`config.mk`:
```
export PLATFORM = sky130hd
export DESIGN_NAME = instruction_fetch_stage
export DESIGN_NICKNAME = d
export VERILOG_FILES = /design/src/rtl/instruction_fetch_stage_pkg.sv /design/src/rtl/instruction_fetch_stage_if_id_register.sv /design/src/rtl/instruction_fetch_stage.sv
export SDC_FILE = /design/constraint.sdc
export NUM_CORES = 1
export LEC_CHECK = 0
export BUFFER_PORTS_ARGS = -buffer_cell sky130_fd_sc_hd__buf_4
export CAP_MARGIN = 5
export CORE_MARGIN = 5
export CORE_UTILIZATION = 49
export DETAILED_ROUTE_END_ITERATION = 6
export GPL_TIMING_DRIVEN = 0
export PLACE_DENSITY = 0.93
export SYNTH_ARGS = -nofsm -noshare
export SYNTH_HDL_FRONTEND = slang
export SYNTH_SLANG_ARGS = --single-unit
```
`constraint.sdc`:
```
create_clock -name clk -period 3.1 [get_ports clk]
set_clock_uncertainty 0.15 [all_clocks]
set_input_delay 0.62 -clock clk [delete_from_list [all_inputs] [get_ports clk]]
set_output_delay 0.62 -clock clk [all_outputs]
set_load 0.01 [all_outputs]
```
`src/rtl/instruction_fetch_stage_pkg.sv`:
```
// Shared fetch-stage definitions: reset PC, bubble encoding and next-PC selection.
// The bubble constant is also used by the later pipeline-register flush logic.
package instruction_fetch_stage_pkg;

   localparam int unsigned instr_width = 32;

   localparam logic [31:0] reset_pc_value = 32'h0000_0000;

   // ADDI x0,x0,0
   localparam logic [instr_width-1:0] nop_instruction = 32'h0000_0013;

   typedef enum logic [1:0] {
      PcSelReset,
      PcSelRedirect,
      PcSelHold,
      PcSelSeq
   } pc_sel_e;

   // Redirect outranks stall: the branch in EX is older than the stalled consumer in ID.
   function automatic pc_sel_e select_next_pc(input logic rst, input logic redirect,
                                              input logic stall);
      pc_sel_e sel;
      if (rst) begin
         sel = PcSelReset;
      end else if (redirect) begin
         sel = PcSelRedirect;
      end else if (stall) begin
         sel = PcSelHold;
      end else begin
         sel = PcSelSeq;
      end
      return sel;
   endfunction

endpackage

```
`src/rtl/instruction_fetch_stage_if_id_register.sv`:
```
// IF/ID pipeline register: captures the fetched word with its PC, holds on stall and
// loads a bubble on reset or flush.
module if_id_register
   import instruction_fetch_stage_pkg::*;
#(
   parameter int unsigned            data_width = 32,
   parameter logic [data_width-1:0]  nop_instr  = nop_instruction
) (
   input  logic                  clk,
   input  logic                  rst,
   input  logic                  stall,
   input  logic                  flush,
   input  logic [data_width-1:0] fetch_instruction,
   input  logic [data_width-1:0] fetch_pc,
   input  logic [data_width-1:0] fetch_pc_plus4,
   output logic [data_width-1:0] instruction,
   output logic [data_width-1:0] pc,
   output logic [data_width-1:0] pc_plus4,
   output logic                  valid
);

   logic [data_width-1:0] instruction_q, instruction_d;
   logic [data_width-1:0] pc_q, pc_d;
   logic [data_width-1:0] pc_plus4_q, pc_plus4_d;
   logic                  valid_q, valid_d;

   always_comb begin
      instruction_d = instruction_q;
      pc_d          = pc_q;
      pc_plus4_d    = pc_plus4_q;
      valid_d       = valid_q;
      if (flush) begin
         instruction_d = nop_instr;
         pc_d          = '0;
         pc_plus4_d    = '0;
         valid_d       = 1'b0;
      end else if (!stall) begin
         instruction_d = fetch_instruction;
         pc_d          = fetch_pc;
         pc_plus4_d    = fetch_pc_plus4;
         valid_d       = 1'b1;
      end
   end

   always_ff @(posedge clk) begin
      if (rst) begin
         instruction_q <= nop_instr;
         pc_q          <= '0;
         pc_plus4_q    <= '0;
         valid_q       <= 1'b0;
      end else begin
         instruction_q <= instruction_d;
         pc_q          <= pc_d;
         pc_plus4_q    <= pc_plus4_d;
         valid_q       <= valid_d;
      end
   end

   assign instruction = instruction_q;
   assign pc          = pc_q;
   assign pc_plus4    = pc_plus4_q;
   assign valid       = valid_q;

endmodule

```
`src/rtl/instruction_fetch_stage.sv`:
```
// Instruction fetch stage: PC register, +4 adder, next-PC mux and the IF/ID register.
// Instruction memory is read asynchronously at the current PC.
module instruction_fetch_stage
   import instruction_fetch_stage_pkg::*;
#(
   parameter int unsigned            data_width = 32,
   parameter logic [data_width-1:0]  reset_pc   = reset_pc_value,
   parameter logic [data_width-1:0]  nop_instr  = nop_instruction
) (
   input  logic                  clk,
   input  logic                  rst,
   input  logic                  stall,
   input  logic                  redirect,
   input  logic [data_width-1:0] branch_target,
   output logic [data_width-1:0] imem_addr,
   input  logic [data_width-1:0] imem_rdata,
   output logic [data_width-1:0] pc,
   output logic [data_width-1:0] if_id_instruction,
   output logic [data_width-1:0] if_id_pc,
   output logic [data_width-1:0] if_id_pc_plus4,
   output logic                  if_id_valid
);

   localparam logic [data_width-1:0] pc_step = data_width'(4);

   pc_sel_e               pc_sel;
   logic [data_width-1:0] pc_q, pc_d;
   logic [data_width-1:0] pc_plus4;
   logic [data_width-1:0] aligned_target;

   // Target low bits are dropped rather than trapped; keep them visibly consumed.
   logic unused_target_bits;
   assign unused_target_bits = ^branch_target[1:0];

   assign aligned_target = {branch_target[data_width-1:2], 2'b00};
   assign pc_plus4       = pc_q + pc_step;

   always_comb begin
      pc_sel = select_next_pc(rst, redirect, stall);
   end

   always_comb begin
      pc_d = pc_q;
      unique case (pc_sel)
         PcSelReset:    pc_d = reset_pc;
         PcSelRedirect: pc_d = aligned_target;
         PcSelHold:     pc_d = pc_q;
         PcSelSeq:      pc_d = pc_plus4;
         default:       pc_d = pc_q;
      endcase
   end

   always_ff @(posedge clk) begin
      if (rst) begin
         pc_q <= reset_pc;
      end else begin
         pc_q <= pc_d;
      end
   end

   assign pc        = pc_q;
   assign imem_addr = pc_q;

   if_id_register #(
      .data_width (data_width),
      .nop_instr  (nop_instr)
   ) u_if_id (
      .clk               (clk),
      .rst               (rst),
      .stall             (stall),
      .flush             (redirect),
      .fetch_instruction (imem_rdata),
      .fetch_pc          (pc_q),
      .fetch_pc_plus4    (pc_plus4),
      .instruction       (if_id_instruction),
      .pc                (if_id_pc),
      .pc_plus4          (if_id_pc_plus4),
      .valid             (if_id_valid)
   );

endmodule

```
==> Yosys cells after proc, flatten, opt, wreduce, memory -nomap -nowiden <==
Cells that the tools add are included.
W data, S select, Z words.
{ "totals": {"ff_bits": 129, "elab_cells": 15} }
{ "op_classes": {"n_reduce_logical": 2, "muxes": 4, "eq_ne": 3, "addsub": 1} }
{ "op_table": {"columns": ["cell", "count"], "rows": [
  ["$pmux W32 S3", 1],
  ["$add A32 B3 Y32 const B", 1],
  ["$eq A2 B2 Y1 const B", 2],
  ["$mux W2", 2],
  ["$eq A2 B1 Y1 const B", 1],
  ["$logic_not A2 Y1", 1],
  ["$reduce_or A2 Y1", 1],
  ["$mux W1", 1]
]} }

==> Depth between registers and ports, before layout <==
{ "logic_depth": {"ltp_word": 5, "ltp_mapped": 7, "mapped_depth_nobuf": 6} }

==> By module <==
A second synthesis with hierarchy kept.
{ "unflattened": {"cells_unflattened": 659, "area_unflattened_um2": 6034.5} }
{ "by_module_without_submodules": {"columns": ["module", "cells_per_inst", "seq_area_each_um2", "n_inst", "area_each_um2"], "rows": [
  ["if_id_register", 315, 1941.9, 1, 3482.1],
  ["instruction_fetch_stage", 344, 600.6, 1, 2552.4]
]} }

==> Least setup slack after synthesis <==
OpenSTA, ideal clock, no wires.
{ "synth_path": {"path_kind": "register to register", "startpoint": "register pc_q[2] (netlist: imem_addr[2])", "endpoint": "register pc_q[30] (netlist: imem_addr[30])", "n_path_buf": 1, "period_less_slack_ns": 2.295, "path_stages_with_launch": 8, "t_required_ns": 2.864, "setup_slack_ns": 0.805, "t_arrival_ns": 2.059, "path_cell_list": "dfxtp_1 -> ha_1 -> nand4_2 -> nor4_2 -> buf_2 -> nand4_1 -> xor2_1 -> a211oi_1"} }
{ "synth_between": {"elab_chain_len": 2} }
{ "synth_rtl": {"columns": ["item", "line_no", "source"], "rows": [
  ["start, declared", "instruction_fetch_stage.sv:27", "logic [data_width-1:0] pc_q, pc_d;"],
  ["start signal, assigned", "instruction_fetch_stage.sv:55", "pc_q <= reset_pc;"],
  ["start signal, assigned", "instruction_fetch_stage.sv:57", "pc_q <= pc_d;"],
  ["$add A32 B3 Y32", "instruction_fetch_stage.sv:36", "assign pc_plus4 = pc_q + pc_step;"],
  ["$pmux W32 S3", "instruction_fetch_stage.sv:44", "unique case (pc_sel)"]
]} }
No other way between the ends.
A chain may end at the register's enable or synchronous reset.

==> Worst setup path after layout <==
Ends and elaborated chain as after synthesis.

==> results.json <==
{
  "status": "finished, final reports clean",
  "synth_edf_count": 0,
  "cp.arrival_ps": 3030,
  "clk_pin_slew_ps": 60,
  "drv_cap": 0,
  "clock_tree.root_cell": "clkbuf_16",
  "holdCritPathClass": "in2reg",
  "drive_gt1_frac": 0.352,
  "wl_per_cell_um": 17.9,
  "hold_end": "u_if_id.instruction[1]$_SDFFE_PP1N_",
  "synth-main-ff-cell": "dfxtp_1",
  "cts_tree": "yes",
  "synth-compound-area-share": 0.0827,
  "finalNonFillerCells": 1027,
  "area.sequential_sq_mm": 0.00246,
  "slowest_stage": "nor4_2",
  "finalCritPeriodShare": 0.918,
  "period_minus_slack_ps": 2840,
  "slew_viol_final": 0,
  "hold_buffers": 0,
  "ir_worst_vdd_uv": 417,
  "drtIter0Drc": 351,
  "required_ps": 3290,
  "synth_xor_area_frac": 0.0840,
  "vias": 5476,
  "routed_wl_um": 18400,
  "io_pins": 229,
  "die_h_um": 117,
  "cp_cell_sequence": "ha_1 -> nand4_2 -> nor4_2 -> buf_2 -> nand4_1 -> xor2_1 -> a211oi_1",
  "endpoint_kind": "register",
  "cts_buffers": 17,
  "postCtsSetupRepairBufs": 0,
  "area_growth_pct": 43.3,
  "regToRegStartpoint": "imem_addr[2]$_SDFFE_PP0P_",
  "cpPeakStageDelay_ps": 590,
  "dp_cells": 996,
  "reg2reg_setup_slack_ps": 260,
  "final.setup.tns_ps": 0,
  "rows": 39,
  "cts_max_level": 4,
  "ys_warn_count": 0,
  "path_class": "reg2reg",
  "place_area_sq_mm": 0.00746,
  "io_buffers": 217,
  "report.final.setup_viol": 0,
  "hpwlAfterDp_um": 13400,
  "ctsResizeCount": 0,
  "routabilityCongestion": 0.905,
  "reg2reg_to": "imem_addr[30]$_SDFFE_PP0P_",
  "synth_top_family_by_area": "simple AND/OR/NAND/NOR gates",
  "synthArstFlopShare": 0,
  "reg2reg_depth": 7,
  "muxShareOfSynthArea": 0.119,
  "cts_sinks": 123,
  "multi_input_area_sq_mm": 0.00267,
  "grt-ovfl-total": 0,
  "antenna_cells": 0,
  "min_delay_path_depth": 3,
  "synth-simple-area-share": 0.180,
  "core_area_sq_mm": 0.0113,
  "powerDensity_mw_per_mm2": 535,
  "synth_area_sq_mm": 0.00563,
  "yosysUniqueCellTypes": 43,
  "cts_buffer_depth": 2,
  "crit_fanout": 10,
  "drt-pass1-iter-count": 5,
  "grt_max_degree": 17,
  "grt_util_all_layers": 0.263,
  "via_per_inst": 5.33,
  "avgSynthCellArea_sq_um": 8.95,
  "drc": 0,
  "synth_fa_ha_area_frac": 0.00222,
  "grt_pass1_vias": 5347,
  "p_leak_nw": 3.65,
  "die_x_um": 117,
  "startpoint_type": "register",
  "netlist_instances": 629,
  "hold_start": "imem_rdata[1]",
  "initial_core_util": 0.497,
  "clk_latency_ps": 420,
  "fin_nets": 941,
  "slew_headroom": 0.316,
  "fill_cells": 834,
  "rsz0062_at_grt": "false",
  "design_area_sq_mm": 0.00807,
  "worst_pin_slew_ps": 1020,
  "ys_seq_area_frac": 0.437,
  "hold_viol": 0,
  "ys_ff_latch": 123,
  "grt_antenna_before_repair": 0,
  "fp.dieArea_sq_mm": 0.0137,
  "grt_pass1_wl_um": 27800,
  "post-route-util": 0.713,
  "antenna_left": 0,
  "cp_num_buf_inv": 1,
  "crit_family": "simple AND/OR/NAND/NOR gates",
  "max_freq_mhz": 352
}
power breakdown:
group	switching, mW	total [mW]	internal [mW]
combinational	0.280	0.569	0.289
sequential	0.0687	1.71	1.64
clock	0.693	2.04	1.34
total	1.04	4.32	3.28
sequential cells by signal, summed over array words and instances, names as in the netlist:
signal               count
u_if_id.pc_plus4        30
u_if_id.valid            1
u_if_id.instruction     32
imem_addr               30
u_if_id.pc              30
routing by layer:
| layer | vias up | share of wire | track usage |
|---|---|---|---|
| met1 | 2602 | 0.38 | 0.320 |
| met3 | 28 | 0.085 | 0.0792 |
| met5 | - | 0 | 0 |
| met4 | 0 | 0.016 | 0.0787 |
| met2 | 269 | 0.51 | 0.448 |
| li1 | 2577 | - | - |
layout by cell type (no fill, tap or decap), types with 11 or more instances in the layout:
cell type,Yosys,routed
clkbuf_1,28,32
clkbuf_16,0,17
o21ai_0,24,24
nand3_1,14,14
xnor2_1,22,22
a21oi_1,34,34
nand2_1,26,26
buf_4,41,258
xor2_1,32,32
a211oi_1,17,17
mux2i_1,67,67
nand4_1,17,17
dfxtp_1,123,123
nor2_1,110,110
buf_2,11,11
cell usage after synthesis (2+ instances only):
| cell type | count | area (sq um) |
|---|---|---|
| a311oi_1 | 2 | 17.5 |
| nand2_1 | 26 | 97.6 |
| or3_1 | 2 | 12.5 |
| inv_1 | 6 | 22.5 |
| or4_1 | 2 | 15.0 |
| o21ai_1 | 2 | 10.0 |
| a211oi_1 | 17 | 128 |
| nand3_1 | 14 | 70.1 |
| clkbuf_2 | 2 | 10.0 |
| and3_1 | 2 | 12.5 |
| nor3_1 | 7 | 35.0 |
| buf_4 | 41 | 308 |
| nor2_1 | 110 | 413 |
| nor4_2 | 4 | 50.1 |
| buf_1 | 3 | 11.3 |
| nor4_1 | 8 | 50.1 |
| buf_2 | 11 | 55.1 |
| and2_1 | 3 | 18.8 |
| nand4b_1 | 2 | 17.5 |
| dfxtp_1 | 123 | 2460 |
| nand4_1 | 17 | 106 |
| clkbuf_1 | 28 | 105 |
| xnor2_1 | 22 | 193 |
| a21oi_1 | 34 | 170 |
| o21ai_0 | 24 | 120 |
| nor2b_1 | 3 | 18.8 |
| mux2i_1 | 67 | 671 |
| xor2_1 | 32 | 280 |
layout make-up:
class	instances	area share
repair buffers	217	0.202
clock buffers	25	0.0614
well taps	143	0.0222
plain buffers	86	0.0620
flip-flops and latches	123	0.305
clock inverters	6	0.0136
multi-input cells	420	0.331
inverters	7	0.00326
worst max-delay path by stage:
stage,end,depth (start not counted),slack [ps],startpoint
2_1_floorplan,imem_addr[30]$_SDFFE_PP0P_,7,810,imem_addr[2]$_SDFFE_PP0P_
3_3_place_gp,u_if_id.pc[4]$_SDFFE_PP0N_,5,370,stall
4_1_cts,imem_addr[30]$_SDFFE_PP0P_,7,300,imem_addr[2]$_SDFFE_PP0P_
3_5_place_dp,u_if_id.pc[3]$_SDFFE_PP0N_,5,260,stall
5_1_grt,imem_addr[30]$_SDFFE_PP0P_,7,30,imem_addr[2]$_SDFFE_PP0P_
6_report,imem_addr[30]$_SDFFE_PP0P_,7,260,imem_addr[2]$_SDFFE_PP0P_
through the flow:
step	power (mW)	setup WS [ps]	hold slack (ps)
2_1_floorplan	2.03	805	340
3_3_place_gp	2.29	368	288
3_5_place_dp	2.31	260	293
4_1_cts	4.32	300	254
5_1_grt	4.46	26.6	267
6_report	4.32	255	263
worst min-delay path, stage by stage:
cell and delay, ps:
buf_4 80, mux2i_1 50, nand2_1 50
cells by family after synthesis:
| family | count (synthesis) |
|---|---|
| buffers and inverters | 93 |
| muxes | 67 |
| xor gates and xnor gates | 54 |
| adders and majority gates | 1 |
| other | 1 |
| DFF | 123 |
| AOI/OAI and AO/OA | 81 |
| and+or+nand+nor | 209 |
No activity file was read; power rests on OpenSTA's default activity.
